==> src/rtl/erythcrypt_pkg.sv <==
// Shared types and constants for the erythcrypt command feeder.
// Legal opcodes are 0 .. OP_MAX; anything above is rejected when ERYTHCRYPT_OPCHECK_EN is defined.
package erythcrypt_pkg;

    localparam int OP_W  = 4;
    localparam int DAT_W = 8;
    localparam int CMD_W = OP_W + 2 * DAT_W;

    localparam logic [OP_W-1:0] OP_MAX = 4'b1011;

    typedef enum logic [1:0] {
        ST_IDLE,
        ST_HOLD,
        ST_CAPTURE,
        ST_WAIT_ACK
    } state_e;

    typedef struct packed {
        logic [OP_W-1:0]  op;
        logic [DAT_W-1:0] a;
        logic [DAT_W-1:0] b;
    } cmd_t;

    function automatic logic op_legal(input logic [OP_W-1:0] op);
        return op <= OP_MAX;
    endfunction

endpackage

==> src/rtl/erythcrypt_cmd_fifo.sv <==
// Command FIFO: DEPTH entries (power of two), pointers wrap naturally, occupancy count
// one bit wider than the pointers so that full and empty are distinguishable.
module erythcrypt_cmd_fifo
    import erythcrypt_pkg::*;
#(
    parameter int DEPTH = 4
) (
    input  logic             clk,
    input  logic             rst,
    input  logic             push,
    input  logic [CMD_W-1:0] wdata,
    input  logic             pop,
    output logic [CMD_W-1:0] rdata,
    output logic             full,
    output logic             empty
);

    localparam int AW = $clog2(DEPTH);

    logic [AW-1:0]    wr_ptr_q, wr_ptr_d;
    logic [AW-1:0]    rd_ptr_q, rd_ptr_d;
    logic [AW:0]      cnt_q, cnt_d;
    logic [CMD_W-1:0] mem_q [DEPTH];
    logic [CMD_W-1:0] mem_d [DEPTH];
    logic             do_push, do_pop;

    assign full    = (cnt_q == (AW+1)'(DEPTH));
    assign empty   = (cnt_q == '0);
    assign rdata   = mem_q[rd_ptr_q];
    assign do_push = push && !full;
    assign do_pop  = pop && !empty;

    always_comb begin
        mem_d    = mem_q;
        wr_ptr_d = wr_ptr_q;
        rd_ptr_d = rd_ptr_q;
        if (do_push) begin
            mem_d[wr_ptr_q] = wdata;
            wr_ptr_d        = wr_ptr_q + 1'b1;
        end
        if (do_pop) begin
            rd_ptr_d = rd_ptr_q + 1'b1;
        end
        // simultaneous push and pop leaves the count unchanged
        cnt_d = cnt_q + {{AW{1'b0}}, do_push} - {{AW{1'b0}}, do_pop};
    end

    always_ff @(posedge clk) begin
        if (rst) begin
            wr_ptr_q <= '0;
            rd_ptr_q <= '0;
            cnt_q    <= '0;
        end else begin
            wr_ptr_q <= wr_ptr_d;
            rd_ptr_q <= rd_ptr_d;
            cnt_q    <= cnt_d;
        end
    end

    always_ff @(posedge clk) begin
        mem_q <= mem_d;
    end

endmodule

==> src/rtl/erythcrypt_cmd_feeder.sv <==
// Queues commands and presents each one to the crypt core for HOLD_CYCLES, then captures the result.
// Optional opcode screening is enabled by defining ERYTHCRYPT_OPCHECK_EN.
module erythcrypt_cmd_feeder
    import erythcrypt_pkg::*;
#(
    parameter int DEPTH       = 4,
    parameter int HOLD_CYCLES = 50
) (
    input  logic             CLK,
    input  logic             Reset,
    input  logic             cmd_valid,
    output logic             cmd_ready,
    input  logic [OP_W-1:0]  cmd_op,
    input  logic [DAT_W-1:0] cmd_a,
    input  logic [DAT_W-1:0] cmd_b,
    output logic [DAT_W-1:0] I1,
    output logic [DAT_W-1:0] I2,
    output logic [OP_W-1:0]  Control,
    input  logic [DAT_W-1:0] OUTPUT,
    output logic             res_valid,
    input  logic             res_ready,
    output logic [DAT_W-1:0] res_data,
    output logic [OP_W-1:0]  res_op,
    output logic             busy,
    output logic             err_op
);

    localparam int HW = $clog2(HOLD_CYCLES);
    localparam logic [HW-1:0] HOLD_LD = HW'(HOLD_CYCLES - 1);

    state_e           state_q, state_d;
    logic [HW-1:0]    hold_q, hold_d;
    logic [DAT_W-1:0] i1_q, i1_d, i2_q, i2_d, res_data_q, res_data_d;
    logic [OP_W-1:0]  ctl_q, ctl_d, res_op_q, res_op_d;
    logic             res_valid_q, res_valid_d;

    logic             hs, fifo_push, fifo_pop, fifo_full, fifo_empty;
    logic [CMD_W-1:0] fifo_rdata;
    cmd_t             head;

    assign hs   = cmd_valid && cmd_ready;
    assign head = cmd_t'(fifo_rdata);

`ifdef ERYTHCRYPT_OPCHECK_EN
    logic err_q, err_d;

    // illegal opcodes still complete the handshake but never reach the queue
    assign fifo_push = hs && op_legal(cmd_op);
    assign err_d     = err_q || (hs && !op_legal(cmd_op));
    assign err_op    = err_q;

    always_ff @(posedge CLK) begin
        if (Reset) err_q <= 1'b0;
        else       err_q <= err_d;
    end
`else
    assign fifo_push = hs;
    assign err_op    = 1'b0;
`endif

    erythcrypt_cmd_fifo #(.DEPTH(DEPTH)) u_fifo (
        .clk   (CLK),
        .rst   (Reset),
        .push  (fifo_push),
        .wdata (CMD_W'({cmd_op, cmd_a, cmd_b})),
        .pop   (fifo_pop),
        .rdata (fifo_rdata),
        .full  (fifo_full),
        .empty (fifo_empty)
    );

    always_comb begin
        state_d     = state_q;
        hold_d      = hold_q;
        i1_d        = i1_q;
        i2_d        = i2_q;
        ctl_d       = ctl_q;
        res_valid_d = res_valid_q;
        res_data_d  = res_data_q;
        res_op_d    = res_op_q;
        fifo_pop    = 1'b0;
        case (state_q)
            ST_IDLE: begin
                if (!fifo_empty) begin
                    fifo_pop = 1'b1;
                    i1_d     = head.a;
                    i2_d     = head.b;
                    ctl_d    = head.op;
                    hold_d   = HOLD_LD;
                    state_d  = ST_HOLD;
                end
            end
            ST_HOLD: begin
                if (hold_q == '0) state_d = ST_CAPTURE;
                else              hold_d  = hold_q - 1'b1;
            end
            ST_CAPTURE: begin
                res_data_d  = OUTPUT;
                res_op_d    = ctl_q;
                res_valid_d = 1'b1;
                state_d     = ST_WAIT_ACK;
            end
            ST_WAIT_ACK: begin
                if (res_ready) begin
                    res_valid_d = 1'b0;
                    state_d     = ST_IDLE;
                end
            end
            default: state_d = ST_IDLE;
        endcase
    end

    always_ff @(posedge CLK) begin
        if (Reset) begin
            state_q     <= ST_IDLE;
            hold_q      <= '0;
            i1_q        <= '0;
            i2_q        <= '0;
            ctl_q       <= '0;
            res_valid_q <= 1'b0;
            res_data_q  <= '0;
            res_op_q    <= '0;
        end else begin
            state_q     <= state_d;
            hold_q      <= hold_d;
            i1_q        <= i1_d;
            i2_q        <= i2_d;
            ctl_q       <= ctl_d;
            res_valid_q <= res_valid_d;
            res_data_q  <= res_data_d;
            res_op_q    <= res_op_d;
        end
    end

    assign cmd_ready = !fifo_full;
    assign I1        = i1_q;
    assign I2        = i2_q;
    assign Control   = ctl_q;
    assign res_valid = res_valid_q;
    assign res_data  = res_data_q;
    assign res_op    = res_op_q;
    assign busy      = (state_q != ST_IDLE) || !fifo_empty;

endmodule

==> config.mk <==
export PLATFORM = sky130hd
export DESIGN_NAME = erythcrypt_cmd_feeder
export DESIGN_NICKNAME = d
export VERILOG_FILES = /design/src/rtl/erythcrypt_pkg.sv /design/src/rtl/erythcrypt_cmd_fifo.sv /design/src/rtl/erythcrypt_cmd_feeder.sv
export SDC_FILE = /design/constraint.sdc
export NUM_CORES = 1
export LEC_CHECK = 0
export ABC_CLOCK_PERIOD_IN_PS = 3100
export CAP_MARGIN = 5
export CORE_ASPECT_RATIO = 0.6
export CORE_MARGIN = 1
export CORE_UTILIZATION = 54
export CTS_CLUSTER_SIZE = 12
export DETAILED_ROUTE_END_ITERATION = 16
export PLACE_DENSITY_LB_ADDON = 0.05
export SKIP_CTS_REPAIR_TIMING = 1
export SLEW_MARGIN = 30
export SYNTH_ARGS = -nofsm -noshare
export SYNTH_HDL_FRONTEND = slang
export SYNTH_SLANG_ARGS = --single-unit
export TNS_END_PERCENT = 1
==> constraint.sdc <==
create_clock -name CLK -period 3.1 [get_ports CLK]
set_input_delay 0.62 -clock CLK [delete_from_list [all_inputs] [get_ports CLK]]
set_output_delay 0.62 -clock CLK [all_outputs]
set_load 0.005 [all_outputs]
==> metrics, run 1 <==
synthesized flop and latch total 128; Async SR Flop Fraction 0%; fill count 598; total grt overflow 0; largest family of logic cells by synthesized area multiplexers; critical path endpoint category output pin; Setup CP Type reg -> out; P_leak 2.25 nW; sequential power share 37.9%; I/O Buffers 66; deepest clock path buffer count 2; P_sw 1.77 mW; Total Wirelength 9180 um; Fin Setup TNS 0 ns; Clk pwr share 31.5%; Die X-Extent 126 um; pin count of the biggest net entering global routing 33; DRT iter0 DRCs 199; worst r2r src state_q[0]; worst skew pair latency 0.40 ns; metal2 WL 4420 um; Post-Synth Adder-Cell Area 3.65%; MaxCap Viol Count 0; most frequent cells in the layout 80 x edfxtp_1, 65 x clkdlybuf4s50_1, 48 x dfxtp_1, 45 x nand2_1, 24 x a21oi_1; Setup violations, final 0; final cycle utilization of the critical path 95.0%; Top FF cell, synth edfxtp_1; CP bufs+invs 2; CP top delay family simple AND/OR/NAND/NOR gates; FF-to-FF End u_fifo.cnt_q[2]; Final nets 467; Pre-Repair DR Iteration Count 5; highest clock rate 340 MHz; clock skew 0.0127 ns; EDFF count, synth 80; commonest non-fill, non-tap cell in the layout edfxtp_1; CTS tree built; Post-Syn Instances 344; Post-Synth XOR/XNOR Area 0.874%; routed wl met3 559 um; Antenna Diode Count 0; Die Ht 76.6 um; Core ar. 8750 um2; routed vias 2,917; met1 WL 4180 um; Ys Warns 0; reg2reg path depth 13; vias in the first global route 3,008; CP max-delay cell or4b_1; Worst Hold Class reg -> reg; Seq/Total Area, Yosys 67.1%; power density over the cells 955 nW/um2; post-layout minimum cycle time 2.94 ns; first-pass GRT wire length 15,400 um; CP max stage delay 0.66 ns; largest fanout on the critical path 8; final design utilization 73.0%; mux cell area share after synthesis 12.2%; Least-Margin Pin Slew 0.817 ns; num ports 68; WP data required 2.48 ns; switching share of power 29.1%; CTS H-tree depth 4; Synth cell types 40; hold depth 2; Pins Over Slew Limit 0; Slew headroom 45.5%; final hold vios 0; Worst VDD drop 0.000606 V; data arrival time of the worst path 2.32 ns; Final GP Congestion 0.763; Top Layer Used met4; reg-to-reg slack, setup 0.43 ns; crit-path cells inv_1 > ha_1 > or4b_1 > clkdlybuf4s50_1; Residual DRC 0; Mean Syn Cell Area 14.6 um2; post-synthesis simple-gate area fraction 8.34%; drt wl/cell 16.8 um; Hold Path Origin I1[4]; Area Overhead vs Synth 27.6%; status finished clean; antenna violations before repair 0; row count 26; All-Layer GR Usage 21.2%; CTS Buf Count 17; sink of the worst hold path I1[4]; Initial Util 57.2%; Int Pwr 4.33 mW; clock root cell clkbuf_16; Synthesized Nets 390; full die area 9680 um2; Post-Synthesis Cell Area 5010 um2; Detail Route Antenna Nets 0; clock slew at reported path FFs 0.06 ns; compound-cell area share of the yosys netlist 5.07%; Setup crit start kind flop; share of layout cells above drive strength 1 15.4%; CTS sink count 128; RSZ-0062 raised after global routing false; DP Wirelength 5660 um; vias per inst 5.34; Logic pwr share 30.6%
## through the flow
| step | hold WS [ns] | instance area [um2] | worst slack, ns | std cells | power [mW] |
|---|---|---|---|---|---|
| floorplan | 0.453 | 5010 | 0.639 | 344 | 3.54 |
| global placement | 0.442 | 5800 | 0.347 | 513 | 4.14 |
| detailed placement | 0.447 | 5800 | 0.269 | 513 | 4.18 |
| CTS | 0.454 | 6380 | 0.148 | 545 | 6.13 |
| global route | 0.478 | 6390 | 0.0405 | 546 | 6.47 |
| finish | 0.452 | 6390 | 0.155 | 546 | 6.10 |
## final cells by class
cell class              instances  area (um2)  area share [%]
flip-flops and latches        128        3360            52.6
multi-input cells             186        1530            23.9
repair buffers                 76         734            11.5
clock buffers                  26         499            7.81
well taps                     112         140            2.19
clock inverters                 6        80.1            1.25
inverters                      12        45.0           0.705
## worst max path at each step
stage	from	endpoint	slack (ns)	cells after the start
6_report	state_q[0]	busy	0.16	4
5_1_grt	state_q[0]	busy	0.04	4
4_1_cts	state_q[0]	busy	0.15	4
3_5_place_dp	u_fifo.cnt_q[1]	u_fifo.cnt_q[2]	0.27	10
3_3_place_gp	u_fifo.cnt_q[1]	u_fifo.cnt_q[2]	0.35	10
2_1_floorplan	state_q[0]	u_fifo.cnt_q[2]	0.64	13
## cell usage after synthesis, drive strengths merged (2+ instances only)
master,count,area (um2)
nor2,23,86.3
dfxtp,48,961
ha,13,163
nor2b,5,31.3
and2,4,25.0
or4b,3,30.0
mux4,20,450
a21oi,25,129
inv,12,45.0
xor2,2,17.5
edfxtp,80,2400
buf,6,42.5
nand2,45,169
nor3,2,10.0
mux2i,16,160
o21ai,5,36.3
xnor2,3,26.3
nand2b,4,25.0
clkbuf,12,45.0
## per-layer routing
metal  vias up  global-route usage [%]
met3         2                    7.58
met1      1427                    27.7
met2        80                    33.9
met4         0                    5.18
li1       1408                       -
met5         -                       0
## flip-flops by register name, indices dropped and copies added (netlist names)
name	count
Control	4
I1	8
I2	8
hold_q	6
res_data	8
res_op	4
res_valid	1
state_q	2
u_fifo.cnt_q	3
u_fifo.mem_q	80
u_fifo.rd_ptr_q	2
u_fifo.wr_ptr_q	2
## cell families after synthesis
| family | after synthesis |
|---|---|
| flops | 128 |
| compound gates | 39 |
| simple gates | 91 |
| buf+inv | 30 |
| other cells | 1 |
| fa+ha+maj | 14 |
| xor+xnor | 5 |
| mux | 36 |
## power by group through the flow
stage / Sequential (mW) / Clock, mW / Combinational (mW)
after floorplan: 2.32 / 0 / 1.21
after global placement: 2.33 / 0 / 1.81
after detailed placement: 2.35 / 0 / 1.84
after CTS: 2.31 / 1.96 / 1.86
after global routing: 2.35 / 2.03 / 2.08
final: 2.31 / 1.92 / 1.87
## worst register-to-register path, stage by stage (launching register included)
cell and delay [ns]:
dfxtp_1 0.38, inv_1 0.10, ha_1 0.28, o31ai_4 0.17, buf_6 0.24, inv_1 0.07
ha_1 0.28, inv_1 0.06, ha_1 0.13, inv_1 0.05, fa_1 0.38, xor2_1 0.19
xnor2_1 0.14, nor2_1 0.05
Note: power is estimated with default switching activity, not from simulation.
==> run 2, diff against run 1 <==
REMOVE_ABC_BUFFERS = 1   (was not set)
==> run 2 against run 1 <==
Utilization increased by 0.17 points; global-route usage increased by 2.0 points; cell area increased by 0.23%; critical path type unchanged; largest cell class unchanged.
==> metrics, run 2 (synthesis gave the netlist of run 1 again) <==
clock root cell clkbuf_16; deepest clock path buffer count 2 (unchanged); clock slew at reported path FFs 0.06 ns (about the same); max reg flops 80 (unchanged); Final GP Congestion 0.819 (+7.4%); reg2reg path depth 13 (unchanged); hold depth 2 (unchanged); Final nets 467 (unchanged); vias per inst 5.49 (+2.7%); worst r2r src state_q[0]; Setup CP Type reg -> out; MaxCap Viol Count 0 (unchanged); Total Wirelength 10,100 um (+9.7%); most frequent cells in the layout 80 x edfxtp_1, 65 x clkdlybuf4s50_1, 47 x dfxtp_1, 45 x nand2_1, 24 x a21oi_1; final cycle utilization of the critical path 90.3% (-4.7 points); DP Worst Slack 0.200 ns (-0.0691 ns); status finished clean; Hold Path Origin I2[5]; power density over the cells 967 nW/um2 (+1.2%); DP Wirelength 5980 um (+5.8%); highest clock rate 357 MHz (+5.2%); clock skew 0.00656 ns (-0.00611 ns); vias in the first global route 3,033 (+0.83%); commonest non-fill, non-tap cell in the layout edfxtp_1; Core ar. 8750 um2 (unchanged); largest fanout on the critical path 4 (-4); Die X-Extent 126 um (unchanged); pin count of the biggest net entering global routing 36 (+9.1%); post-layout minimum cycle time 2.80 ns (-0.147 ns); Pre-Repair DR Iteration Count 4 (-1); CTS H-tree depth 4 (unchanged); reg-to-reg slack, setup 0.42 ns (about the same); CTS tree built; critical path endpoint category output pin; Biggest register u_fifo.mem_q; CTS sink count 128 (unchanged); Setup violations, final 0 (unchanged); WP data required 2.48 ns (about the same); data arrival time of the worst path 2.18 ns (-0.14 ns); sink of the worst hold path I2[5]; Die Ht 76.6 um (unchanged); Slew headroom 41.4% (-4.2 points); final design utilization 73.2% (+0.17 points); Worst Hold Class reg -> reg; DRT iter0 DRCs 280 (+41%); antenna violations before repair 0 (unchanged); full die area 9680 um2 (unchanged); RSZ-0062 raised after global routing false; first-pass GRT wire length 16,300 um (+5.9%); design area 6400 um2 (+0.23%); Area Overhead vs Synth 27.9%; share of layout cells above drive strength 1 16.8% (+1.4 points); total grt overflow 0 (unchanged); Initial Util 57.2% (unchanged); final hold vios 0 (unchanged); FF-to-FF End u_fifo.cnt_q[2]; Non-Filler Instances 546 (unchanged); Pins Over Slew Limit 0 (unchanged); Antenna Diode Count 0 (unchanged); drt wl/cell 18.4 um (+9.7%); routed vias 2,996 (+2.7%); Detail Route Antenna Nets 0 (unchanged); CTS Buf Count 17 (unchanged); Residual DRC 0 (unchanged); worst setup slack after layout 0.302 ns (+0.147 ns); Least-Margin Pin Slew 0.880 ns (+0.0623 ns); Worst VDD drop 0.000606 V (about the same); Pwr Total 6.19 mW (+1.5%); Setup crit start kind flop; All-Layer GR Usage 23.2% (+2.0 points); Cell Area, Placed 5800 um2 (about the same); num ports 68 (unchanged); row count 26 (unchanged); P_leak 2.23 nW (-1.2%); I/O Buffers 66 (unchanged); Cells after DPL 513 (unchanged); worst skew pair latency 0.41 ns (about the same)
==> run 2: critical path, cell delays in order, from the launching register on <==
cell	delay [ns]
dfxtp_1	0.34
inv_1	0.11
ha_1	0.29
or4b_1	0.54
clkdlybuf4s50_1	0.48
==> run 2: how the worst max path moves through the flow <==
stage                          startpoint               to  slack (ns)  cells after the start
after floorplan           u_fifo.cnt_q[1]  u_fifo.cnt_q[2]       -0.61                     10
after global placement    u_fifo.cnt_q[2]  u_fifo.cnt_q[2]        0.32                     10
after detailed placement  u_fifo.cnt_q[2]  u_fifo.cnt_q[2]        0.20                     10
after CTS                 u_fifo.cnt_q[2]  u_fifo.cnt_q[2]        0.16                     10
after global routing           state_q[0]             busy        0.14                      4
final                          state_q[0]             busy        0.30                      4
==> run 2: power by group <==
| group | switching, mW | leakage [nW] | total, mW | internal, mW |
|---|---|---|---|---|
| Clock | 0.756 | 0.260 | 1.94 | 1.19 |
| Combinational | 0.928 | 0.841 | 1.87 | 0.946 |
| Sequential | 0.237 | 1.13 | 2.37 | 2.14 |
| Total | 1.92 | 2.23 | 6.19 | 4.27 |
==> run 2: metal layers <==
metal	global-route usage [%]	wire, um	up-vias
li1	-	-	1413
met4	6.14	35	0
met1	31.5	4520	1482
met5	0	0	-
met2	35.4	4820	97
met3	8.57	695	4
==> run 2: cell type report <==
class / instances / area (um2)
repair buffers: 76 / 738
multi-input cells: 186 / 1530
fillers: 588 / 2350
flip-flops and latches: 128 / 3360
clock inverters: 15 / 164
well taps: 112 / 140
clock buffers: 17 / 425
inverters: 12 / 45.0
==> run 2: metrics by stage <==
stage	TNS [ns]	hold slack, ns
global route	0	0.485
floorplan	-1.13	0.447
finish	0	0.452
CTS	0	0.455
detailed placement	0	0.447
global placement	0	0.442
